<file path="src/rtl/alien_march_controller.sv">
// Formation march controller: steps the shared alien offset every step_period frames,
// bounces and descends at the screen edges, speeds up as aliens die, flags invasion/clear.
module alien_march_controller #(
  parameter int NUM_ROWS           = 2,
  parameter int NUM_COLUMNS        = 4,
  parameter int ALIEN_SPACING_X    = 64,
  parameter int ALIEN_SPACING_Y    = 32,
  parameter int ALIEN_WIDTH        = 32,
  parameter int ALIEN_HEIGHT       = 16,
  parameter int INITIAL_POSITION_X = 100,
  parameter int INITIAL_POSITION_Y = 50,
  parameter int SCREEN_LEFT        = 0,
  parameter int SCREEN_RIGHT       = 640,
  parameter int INVADE_Y           = 400,
  parameter int STEP_X             = 10,
  parameter int STEP_Y             = 16,
  parameter int MIN_PERIOD         = 2,
  parameter int PERIOD_PER_ALIEN   = 4
) (
  input  logic                                  clk,
  input  logic                                  rst,
  input  logic                                  frame_tick,
  input  logic                                  enable,
  input  logic [NUM_ROWS-1:0][NUM_COLUMNS-1:0]  alive_matrix,
  output logic signed [15:0]                    offset_x,
  output logic [15:0]                           offset_y,
  output logic                                  movement_direction,
  output logic                                  step_pulse,
  output logic                                  descend_pulse,
  output logic [15:0]                           step_period,
  output logic                                  invaded,
  output logic                                  cleared
);

  localparam int COL_W = (NUM_COLUMNS > 1) ? $clog2(NUM_COLUMNS) : 1;
  localparam int ROW_W = (NUM_ROWS > 1) ? $clog2(NUM_ROWS) : 1;
  localparam logic [15:0] RESET_PERIOD =
    16'(MIN_PERIOD + NUM_ROWS * NUM_COLUMNS * PERIOD_PER_ALIEN);

  typedef enum logic [1:0] {WAIT, STEP, HALT} state_t;

  state_t      state;
  logic [15:0] frame_cnt;

  logic [NUM_COLUMNS-1:0] col_any;
  logic [NUM_ROWS-1:0]    row_any;
  logic [COL_W-1:0]       lcol;
  logic [COL_W-1:0]       rcol;
  logic [ROW_W-1:0]       brow;
  logic [15:0]            alive_cnt;

  logic signed [16:0] left_edge;
  logic signed [16:0] right_edge;
  logic signed [16:0] bottom_next;
  logic               hit_edge;
  logic               will_invade;

  always_comb begin
    // NOTE: every signal driven here gets a default first, so no path can infer a latch.
    col_any   = '0;
    row_any   = '0;
    alive_cnt = '0;
    lcol      = '0;
    rcol      = '0;
    brow      = '0;
    for (int r = 0; r < NUM_ROWS; r++) begin
      for (int c = 0; c < NUM_COLUMNS; c++) begin
        col_any[c] = col_any[c] | alive_matrix[r][c];
        row_any[r] = row_any[r] | alive_matrix[r][c];
        alive_cnt  = alive_cnt + 16'(alive_matrix[r][c]);
      end
    end
    for (int c = NUM_COLUMNS - 1; c >= 0; c--) begin
      if (col_any[c]) lcol = COL_W'(c);
    end
    for (int c = 0; c < NUM_COLUMNS; c++) begin
      if (col_any[c]) rcol = COL_W'(c);
    end
    for (int r = 0; r < NUM_ROWS; r++) begin
      if (row_any[r]) brow = ROW_W'(r);
    end
  end

  // Edges of the living part of the formation; bottom_next is the bottom after a descend.
  always_comb begin
    left_edge   = 17'(INITIAL_POSITION_X + int'(offset_x) + int'(lcol) * ALIEN_SPACING_X);
    right_edge  = 17'(INITIAL_POSITION_X + int'(offset_x) + int'(rcol) * ALIEN_SPACING_X
                      + ALIEN_WIDTH);
    bottom_next = 17'(INITIAL_POSITION_Y + int'(offset_y) + STEP_Y
                      + int'(brow) * ALIEN_SPACING_Y + ALIEN_HEIGHT);
    hit_edge    = movement_direction ? (int'(right_edge) + STEP_X > SCREEN_RIGHT)
                                     : (int'(left_edge) - STEP_X < SCREEN_LEFT);
    will_invade = int'(bottom_next) >= INVADE_Y;
  end

  always_ff @(posedge clk) begin
    if (rst) begin
      state              <= WAIT;
      frame_cnt          <= '0;
      offset_x           <= '0;
      offset_y           <= '0;
      movement_direction <= 1'b1;
      step_pulse         <= 1'b0;
      descend_pulse      <= 1'b0;
      step_period        <= RESET_PERIOD;
      invaded            <= 1'b0;
      cleared            <= 1'b0;
    end else begin
      // NOTE: non-blocking assignments keep every register update based on pre-edge values.
      step_pulse    <= 1'b0;
      descend_pulse <= 1'b0;
      unique case (state)
        WAIT: begin
          if (frame_tick && enable) begin
            if (frame_cnt == step_period - 16'd1) begin
              frame_cnt <= '0;
              state     <= STEP;
            end else begin
              frame_cnt <= frame_cnt + 16'd1;
            end
          end
        end
        STEP: begin
          if (alive_cnt == '0) begin
            cleared <= 1'b1;
            state   <= HALT;
          end else begin
            step_pulse  <= 1'b1;
            step_period <= 16'(MIN_PERIOD + int'(alive_cnt) * PERIOD_PER_ALIEN);
            if (hit_edge) begin
              descend_pulse      <= 1'b1;
              offset_y           <= offset_y + 16'(STEP_Y);
              movement_direction <= ~movement_direction;
              if (will_invade) begin
                invaded <= 1'b1;
                state   <= HALT;
              end else begin
                state <= WAIT;
              end
            end else begin
              offset_x <= movement_direction ? offset_x + 16'(STEP_X)
                                             : offset_x - 16'(STEP_X);
              state    <= WAIT;
            end
          end
        end
        HALT:    state <= HALT;
        default: state <= WAIT;
      endcase
    end
  end

endmodule
</file>
<file path="config.mk">
export PLATFORM = sky130hd
export DESIGN_NAME = alien_march_controller
export DESIGN_NICKNAME = d
export VERILOG_FILES = /design/src/rtl/alien_march_controller.sv
export SDC_FILE = /design/constraint.sdc
export NUM_CORES = 1
export LEC_CHECK = 0
export CAP_MARGIN = 20
export CORE_MARGIN = 8
export CORE_UTILIZATION = 56
export DETAILED_ROUTE_END_ITERATION = 8
export PLACE_DENSITY_LB_ADDON = 0.05
export SKIP_LAST_GASP = 1
export SYNTH_ARGS = -nofsm -noshare
export SYNTH_HDL_FRONTEND = slang
export SYNTH_SLANG_ARGS = --single-unit
</file>
<file path="constraint.sdc">
create_clock -name clk -period 7.5 [get_ports clk]
set_input_delay 1.875 -clock clk [delete_from_list [all_inputs] [get_ports clk]]
set_output_delay 1.875 -clock clk [all_outputs]
set_load 0.05 [all_outputs]
</file>
# == After elaboration in Yosys (flattened, before gate mapping) ==
# Index checks and enable logic that the tools add are counted.
# classes
bitwise,11
mux,19
n_addsub,23
magnitude_cmp,3
n_eq_ne,5
reduce_logical,12
# ops
op,count
"17-bit by 5-bit adder with 17-bit output, second input constant",2
17-bit by 9-bit adder with 17-bit output,2
"16-bit by 5-bit adder with 16-bit output, second input constant",2
16-bit 2-to-1 mux,2
2-bit 2-to-1 mux,11
"17-bit by 5-bit adder with 18-bit output, second input constant",1
"18-bit by 11-bit greater-than comparator with 1-bit output, second input constant",1
"18-bit by 1-bit less-than comparator with 1-bit output, second input constant",1
"17-bit by 5-bit subtractor with 18-bit output, second input constant",1
17-bit by 6-bit adder with 17-bit output,1
"17-bit by 7-bit adder with 17-bit output, second input constant",1
"6-bit by 16-bit adder with 17-bit output, first input constant",1
"8-bit by 16-bit adder with 17-bit output, first input constant",1
"17-bit by 10-bit >= comparator with 1-bit output, second input constant",1
"16-bit by 1-bit adder with 16-bit output, second input constant",1
16-bit == test,1
16-bit zero test,1
"16-bit by 1-bit subtractor with 16-bit output, second input constant",1
"16-bit by 5-bit subtractor with 16-bit output, second input constant",1
"2-bit by 10-bit adder with 11-bit output, first input constant",1
7-bit by 1-bit adder with 8-bit output,1
2-bit AND reduction,4
6-bit by 1-bit adder with 7-bit output,1
1-bit bitwise OR,7
17 further kinds,26
# totals
word_cells,83
inputBits,12
out_inout_bits,53
reg_bits,71

# == Longest topological paths before layout ==
# Gate-level depths: netlist of the first run.
# logic_depth
depth_word,12
mapped_depth,18
depth_no_buf,16

# == Worst setup path after synthesis of the first run ==
# No wires, ideal clock.
# synth_path
path_kind,input port to flip-flop
start,in alive_matrix[0] (netlist bit)
end,reg offset_y[12]
path_buffers,1
t_required_ns,7.379
cell_stages,16
arrival_ns,5.724
setup_slack_ns,1.656
setup_time_ns,0.121
path_cell_list,fa_1 inv_1 fa_1 fa_1 inv_1 ha_1 inv_1 fa_1 xnor2_1 nor4b_1 nor2_1 and3_1 a21o_1 clkbuf_1 nand3_1 mux2_2
# synth_between
elab_chain_len,10
word_cells_on_any_way,16
classes_between,9 x add/sub; 1 x order compare; 2 x mux; 2 x bitwise; 2 x reduce/logical
# synth_rtl
item,line_no,source
from (decl),24,"input logic [NUM_ROWS-1:0][NUM_COLUMNS-1:0] alive_matrix,"
1-bit by 1-bit adder with 2-bit output,70,alive_cnt = alive_cnt + 16'(alive_matrix[r][c]);
2-bit by 1-bit adder with 3-bit output,70,
3-bit by 1-bit adder with 4-bit output,70,
4-bit by 1-bit adder with 5-bit output,70,
5-bit by 1-bit adder with 6-bit output,70,
6-bit by 1-bit adder with 7-bit output,70,
7-bit by 1-bit adder with 8-bit output,70,
16-bit zero test,124,if (alive_cnt == '0) begin
1-bit NOT (no source line),--,
3-bit AND reduction (no source line) *,--,
to (signal assigned),132,offset_y <= offset_y + 16'(STEP_Y);
to (decl),26,"output logic [15:0] offset_y,"
# Every way passes the cells marked *; elsewhere a longest branch is shown, timed or not.
# A chain may end at the register's enable or synchronous reset.

# == Worst setup path after layout of the first run ==
# Ends and elaborated chain as after synthesis.

==> results of run 1 <==
[Yosys cell counts, types with 3 or more instances]
cell / n / share of area (%)
sky130_fd_sc_hd__buf_2: 8 / 0.85
sky130_fd_sc_hd__o41ai_1: 4 / 0.74
sky130_fd_sc_hd__nor2_1: 62 / 4.9
sky130_fd_sc_hd__xnor2_1: 33 / 6.1
sky130_fd_sc_hd__o211ai_1: 3 / 0.48
sky130_fd_sc_hd__xor2_1: 25 / 4.6
sky130_fd_sc_hd__nor3b_1: 3 / 0.48
sky130_fd_sc_hd__nand4b_1: 3 / 0.56
sky130_fd_sc_hd__o211a_1: 3 / 0.64
sky130_fd_sc_hd__xnor2_2: 4 / 1.4
sky130_fd_sc_hd__or2_2: 6 / 0.80
sky130_fd_sc_hd__a211oi_1: 6 / 0.95
sky130_fd_sc_hd__fa_1: 8 / 3.4
sky130_fd_sc_hd__buf_4: 18 / 2.9
sky130_fd_sc_hd__dfxtp_1: 54 / 23
sky130_fd_sc_hd__o21a_1: 7 / 1.1
sky130_fd_sc_hd__nor4b_1: 3 / 0.56
sky130_fd_sc_hd__or4_1: 3 / 0.48
sky130_fd_sc_hd__nand2b_1: 4 / 0.53
sky130_fd_sc_hd__nor4_1: 5 / 0.66
sky130_fd_sc_hd__mux2i_1: 12 / 2.5
sky130_fd_sc_hd__or3_1: 8 / 1.1
sky130_fd_sc_hd__a211o_1: 4 / 0.74
sky130_fd_sc_hd__nor2b_1: 7 / 0.93
sky130_fd_sc_hd__a31oi_1: 6 / 0.80
sky130_fd_sc_hd__nand2_1: 38 / 3.0
sky130_fd_sc_hd__nand3_1: 23 / 2.4
sky130_fd_sc_hd__o31ai_1: 7 / 1.1
sky130_fd_sc_hd__and3_1: 6 / 0.80
sky130_fd_sc_hd__o21ai_0: 15 / 1.6
sky130_fd_sc_hd__nand4_1: 13 / 1.7
sky130_fd_sc_hd__nor3_1: 19 / 2.0
sky130_fd_sc_hd__a21o_1: 8 / 1.3
sky130_fd_sc_hd__a21oi_1: 37 / 3.9
sky130_fd_sc_hd__inv_1: 28 / 2.2
sky130_fd_sc_hd__clkbuf_1: 13 / 1.0
sky130_fd_sc_hd__ha_1: 29 / 7.7
[placed cells by master (no fill, tap or decap), drive strengths merged, types with 7 or more instances in the layout]
cell,n
nor2,64
dfxtp,54
clkdlybuf4s50,47
nand2,40
a21oi,37
xnor2,37
inv,30
ha,29
xor2,26
nand3,24
nor3,21
conb,17
o21ai,15
nand4,13
mux2i,12
a21o,8
or3,8
fa,8
a211oi,8
o31ai,7
nor2b,7
o21a,7
or2,7
[state kept, by name, summed over array words and instances (netlist names), 2 cells and up]
signal,count
frame_cnt,16
offset_x,15
offset_y,12
step_period,4
state,2
[worst max-delay path, cell delays in order]
cell and delay [ns]:
sky130_fd_sc_hd__clkdlybuf4s50_1 0.45, sky130_fd_sc_hd__fa_1 0.55, sky130_fd_sc_hd__inv_1 0.05, sky130_fd_sc_hd__fa_1 0.49, sky130_fd_sc_hd__fa_1 0.41, sky130_fd_sc_hd__inv_1 0.07
sky130_fd_sc_hd__ha_1 0.16, sky130_fd_sc_hd__inv_1 0.05, sky130_fd_sc_hd__fa_1 0.37, sky130_fd_sc_hd__xnor2_1 0.15, sky130_fd_sc_hd__nor4b_1 0.50, sky130_fd_sc_hd__nor2_1 0.28
sky130_fd_sc_hd__and3_1 0.25, sky130_fd_sc_hd__a21o_1 0.29, sky130_fd_sc_hd__nand3_1 0.12, sky130_fd_sc_hd__mux2_2 0.33
[cell type report]
type | count | area (um2)
tap | 105 | 131.4
multi-input combinational | 475 | 3362
fill | 721 | 2915
sequential | 54 | 1081
clock inverter | 3 | 26.28
inverter | 28 | 105.1
clock buffer | 5 | 68.82
timing repair buffer | 49 | 485.5
[how the worst max path moves through the flow]
| stage | cells after the start | to | slack [ns] |
|---|---|---|---|
| floorplan | 16 | offset_y[12] | 1.66 |
| global placement | 16 | offset_y[12] | 1.06 |
| detailed placement | 16 | offset_y[12] | 0.93 |
| CTS | 16 | offset_y[12] | 1.28 |
| global route | 16 | offset_y[12] | 0.93 |
| finish | 16 | offset_y[12] | 1.30 |
[layer usage]
metal / track usage [%] / up-vias / wire length [um]
met5: 0 / - / 0
met4: 4.757 / 0 / 67
met3: 3.353 / 6 / 554
met2: 27.32 / 94 / 4730
met1: 26.22 / 1961 / 5394
li1: - / 2104 / -
[power groups by stage]
stage | clock network, uW | logic [uW] | registers, uW
2_1_floorplan | 0 | 66.3 | 295
3_3_place_gp | 0 | 73.9 | 295
3_5_place_dp | 0 | 75.4 | 295
4_1_cts | 180 | 76.3 | 289
5_1_grt | 188 | 85.6 | 289
6_report | 174 | 76.3 | 289
[cell families after synthesis]
family | synth area share (%)
mux | 2.784
fa+ha+maj | 11.08
xor+xnor | 12.73
compound gates | 19.30
buf+inv | 7.052
other cells | 0.1591
simple gates | 23.99
flops | 22.91
[stage by stage]
stage / area [um2] / hold slack (ns) / power (uW)
after global routing: 5260 / 0.5168 / 562.7
after global placement: 5165 / 0.4760 / 369.3
after detailed placement: 5165 / 0.4763 / 370.8
after floorplan: 4776 / 0.4799 / 361.4
final: 5260 / 0.4985 / 539.3
after CTS: 5260 / 0.5017 / 544.7
==> results.toml, run 1 <==
[worst_setup_path]
regToRegEndpoint = "offset_x[15]"
reg2reg_from = "offset_x[2]"
cp_data_arrival_time_ns = 6.41
path_class = "input port to flip-flop"
crit_path_start_kind = "input port"
setup.worst_path.start = "alive_matrix[0]"
reg2reg_slack_ns = 2.44
rr_worst_depth = 16
endpoint_kind = "flip-flop"
critical_path.max_fanout = 10
worst_ep_required_time_ns = 7.71

[clock_network]
cts-buffers-inserted = 5
cts.path.max_buffers = 2
post_cts_setup_bufs = 0
worst_skew_pair.late_latency_ns = 0.32
clkTransAtPathRegs_ns = 0.10
cts_tree = "done"
cts-htree-levels = 2
cts-root-buf = "sky130_fd_sc_hd__clkbuf_8"
cts.hold.buffers_added = 0
clk_sinks = 54
cts.repair.resized = 0

[sta]
clock_skew_ns = 0.01664
timing.fmax_mhz = 161.2
timing_hold_violations_final = 0
worstMarginPinSlew_ns = 0.8384
fin_crit_sh_pct = 82.70
fin_setup_tns_ns = 0
slew_limit_fails = 0
timing.final.crit_period_ns = 6.203
setup_violations = 0
rsz0062_at_grt = "no"
timing.max_slew.rel_slack_pct = 42.66
smallest_setup_slack_after_layout_ns = 1.297

[synthesis]
synthesis.yosys.warnings = 0
synth_sequential_area_ratio_pct = 22.91
yosys.cell_types.count = 74
postSynthRegisterBits = 54
yosys_most_used_dff = "sky130_fd_sc_hd__dfxtp_1"
synth-edff-count = 0
synth_area_per_cell_um2 = 8.109
post_synth_instance_area_mm2 = 0.004720
async_set_reset_flop_share_out_of_synthesis_pct = 0
syn_inst = 582

[pwr]
sequentialPowerShare_pct = 53.6
share_comb_of_total_power_pct = 14.2
internal_power_uw = 383.1
power.static_leakage_uw = 0.002040
power_density_mw_per_mm2 = 102.5
sw_share_pct = 28.95
vdd.ir_drop.worst_uv = 79.13
p_clk_share_pct = 32.3
p_sw_uw = 156.1

[placement]
place_hpwl_um = 8390
io_buffers = 47
place_worst_setup_slack_ns = 0.9293
routabilityCongestion = 0.8579
cell_count_after_placement = 711

[drt]
wire_per_inst_um = 14.95
vias_per_cell = 5.793
drt_first_iter_violations = 213
drt_pre_antenna_iters = 5
post-route-drc-count = 0
vias = 4165
count_of_nets_left_with_antenna_violations_after_detail_routing = 0
finalWirelength_um = 10750

[global_routing]
grt_pass1_wl_um = 17730
overall_global_routing_resource_usage_pct = 18.31
grt_pass1_vias = 3753
gr-total-overflow = 0
grt_antenna_before_repair = 0
grt_max_degree = 28

[layout]
final_design_utilization_pct = 64.34
antennaDiodeCount = 0
layout.nets = 662
area.growth.synth_to_final_pct = 11.45
final_cells = 719
final_layout_size_suffix_gt1_share_pct = 6.026

[floorplan]
floorplan.core_area_mm2 = 0.008175
fp.dieH_um = 107.8
io_pins = 65
floorplan.die_area_mm2 = 0.01162
row_count = 33
floorplan.initialDensity_pct = 57.73
die_w_um = 107.8

[worst_hold_path]
hold-path-cell-count = 2
holdPathEnd = "invaded"
timing.hold.worst.start = "invaded"
hp-class = "flip-flop to flip-flop"

[job]
cap_violations = 0

[run_status]
status = "finished, final reports clean"
Power figures use the tool's default switching activity.
==> inputs of run 2 (changes only) <==
--- a/config.mk
+++ b/config.mk
@@ -7,7 +7,7 @@
 export LEC_CHECK = 0
 export CAP_MARGIN = 20
 export CORE_MARGIN = 8
-export CORE_UTILIZATION = 56
+export CORE_UTILIZATION = 51
 export DETAILED_ROUTE_END_ITERATION = 8
 export PLACE_DENSITY_LB_ADDON = 0.05
 export SKIP_LAST_GASP = 1
==> constraint.sdc (replaced) <==
create_clock -name clk -period 5.5 [get_ports clk]
set_input_delay 1.375 -clock clk [delete_from_list [all_inputs] [get_ports clk]]
set_output_delay 1.375 -clock clk [all_outputs]
set_load 0.05 [all_outputs]
==> results.toml, run 2 (same netlist as run 1, synthesis figures left out) <==
[run_status]
status = "finished, final reports clean"

[layout]
final_layout_size_suffix_gt1_share_pct = 10.16
final_cells = 751
largest_registers = "frame_cnt x16, offset_x x15, offset_y x12"
layout.nets = 688
area.growth.synth_to_final_pct = 16.54
layout_commonest_cell = "sky130_fd_sc_hd__nor2_1"
largest_register_ffs = 16
final_cell_area_mm2 = 0.005500
antennaDiodeCount = 0
largest-register = "frame_cnt"
most-common-layout-cells = "sky130_fd_sc_hd__nor2_1 (62), sky130_fd_sc_hd__dfxtp_1 (54), sky130_fd_sc_hd__clkdlybuf4s50_1 (45), sky130_fd_sc_hd__nand2_1 (38), sky130_fd_sc_hd__a21oi_1 (37)"

[worst_setup_path]
cp_data_arrival_time_ns = 5.56
worst_ep_required_time_ns = 5.73
critical_path.max_fanout = 12
setup.worst_path.start = "alive_matrix[3]"
reg2reg_from = "offset_x[2]"
endpoint_kind = "flip-flop"
path_class = "input port to flip-flop"
crit_path_start_kind = "input port"

[clock_network]
clkTransAtPathRegs_ns = 0.09
clk_sinks = 54
cts-buffers-inserted = 5
cts_tree = "done"
cts.path.max_buffers = 2
cts-htree-levels = 2
worst_skew_pair.late_latency_ns = 0.30
cts-root-buf = "sky130_fd_sc_hd__clkbuf_8"

[pwr]
vdd.ir_drop.worst_uv = 93.57
power.static_leakage_uw = 0.002193
power_density_mw_per_mm2 = 143.5

[drt]
finalWirelength_um = 11330
drt_pre_antenna_iters = 4
count_of_nets_left_with_antenna_violations_after_detail_routing = 0
post-route-drc-count = 0
wire_per_inst_um = 15.08
vias = 4289
vias_per_cell = 5.711
drt_first_iter_violations = 173

[placement]
place_hpwl_um = 8852
placedInstanceArea_mm2 = 0.005360
cell_count_after_placement = 742
routabilityCongestion = 0.8677
io_buffers = 47

[floorplan]
floorplan.initialDensity_pct = 51.81
io_pins = 65
floorplan.core_area_mm2 = 0.009109
row_count = 35
floorplan.die_area_mm2 = 0.01259
die_w_um = 112.2
fp.dieH_um = 112.2

[sta]
timing.fmax_mhz = 187.6
slew_limit_fails = 0
worstMarginPinSlew_ns = 0.8235
timing.max_slew.rel_slack_pct = 44.68
fin_crit_sh_pct = 96.90
clock_skew_ns = 0.004575
setup_violations = 0
timing_hold_violations_final = 0
timing.final.crit_period_ns = 5.330

[job]
cap_violations = 0

[global_routing]
grt_pass1_wl_um = 18680
gr-total-overflow = 0
grt_pass1_vias = 3935
grt_max_degree = 28
overall_global_routing_resource_usage_pct = 17.39
grt_antenna_before_repair = 0

[worst_hold_path]
timing.hold.worst.start = "invaded"
hp-class = "flip-flop to flip-flop"
run 2: cell count changes in the layout (fill, tap and decap cells not counted), moves of 2 or more:
| cell | previous run | this run |
|---|---|---|
| sky130_fd_sc_hd__buf_4 | 2 | 28 |
| sky130_fd_sc_hd__clkbuf_1 | 0 | 2 |
| sky130_fd_sc_hd__clkdlybuf4s50_1 | 47 | 45 |
| sky130_fd_sc_hd__dlymetal6s2s_1 | 0 | 2 |
| sky130_fd_sc_hd__inv_6 | 2 | 0 |
run 2: through the flow:
step | hold slack [ns] | util (%) | TNS [ns] | setup slack, ns | power, uW
2_1_floorplan | 0.4799 | - | 0 | 0.1558 | 492.8
3_3_place_gp | 0.4621 | 58.85 | -1.235 | -0.1566 | 523.9
3_5_place_dp | 0.4647 | 58.85 | -2.695 | -0.3063 | 526.7
4_1_cts | 0.4988 | 60.07 | 0 | 0.04345 | 784.7
5_1_grt | 0.5231 | 60.38 | -0.002900 | -0.002900 | 829.2
6_report | 0.4909 | 60.38 | 0 | 0.1703 | 789.4
run 2: worst max-delay path, stage by stage:
cell	delay, ns
sky130_fd_sc_hd__clkdlybuf4s50_1	0.44
sky130_fd_sc_hd__fa_1	0.50
sky130_fd_sc_hd__inv_1	0.05
sky130_fd_sc_hd__fa_1	0.45
sky130_fd_sc_hd__fa_1	0.49
sky130_fd_sc_hd__inv_1	0.05
sky130_fd_sc_hd__ha_1	0.19
sky130_fd_sc_hd__inv_1	0.07
sky130_fd_sc_hd__fa_2	0.44
sky130_fd_sc_hd__nor4b_2	0.17
sky130_fd_sc_hd__buf_4	0.14
sky130_fd_sc_hd__nand2b_1	0.16
sky130_fd_sc_hd__nor3_2	0.16
sky130_fd_sc_hd__a21oi_1	0.06
sky130_fd_sc_hd__buf_4	0.17
sky130_fd_sc_hd__or4_1	0.46
sky130_fd_sc_hd__a21oi_1	0.17
run 2: what timing repair did:
| item | 4_1_cts | 5_1_grt |
|---|---|---|
| hold buffers | 0 | 0 |
| pin swaps | 0 | 2 |
| setup buffers | 0 | 1 |
| setup endpoints to repair | 1 | 14 |
| resized for setup | 1 | 5 |
| cloned | 0 | 0 |
run 2: final timing paths:
path,end,slack (ns),cells past startpoint
max,offset_y[15],0.17,17
min,invaded,0.49,2
max reg2reg,offset_y[12],0.80,16
min reg2reg,invaded,0.49,2
run 2: layout make-up:
type | instances | area (um2)
fillers | 855 | 3608
multi-input cells | 475 | 3383
flip-flops and latches | 54 | 1081
repair buffers | 75 | 685.7
well taps | 111 | 138.9
inverters | 28 | 105.1
clock buffers | 7 | 76.32
clock inverters | 1 | 30.03
run 2: layer usage:
layer	global-route usage, %	up-vias	wire length, um
met4	3.237	0	93
met1	23.99	2021	5482
met5	0	-	0
li1	-	2168	-
met3	3.221	8	605
met2	27.70	92	5146
run 2: power breakdown:
group	switching (uW)	internal, uW	leakage [uW]	total, uW
clock	123	136	0.0000524	259
combinational	76.4	60.4	0.00171	137
sequential	1.70	392	0.000435	394
total	201	589	0.00219	789
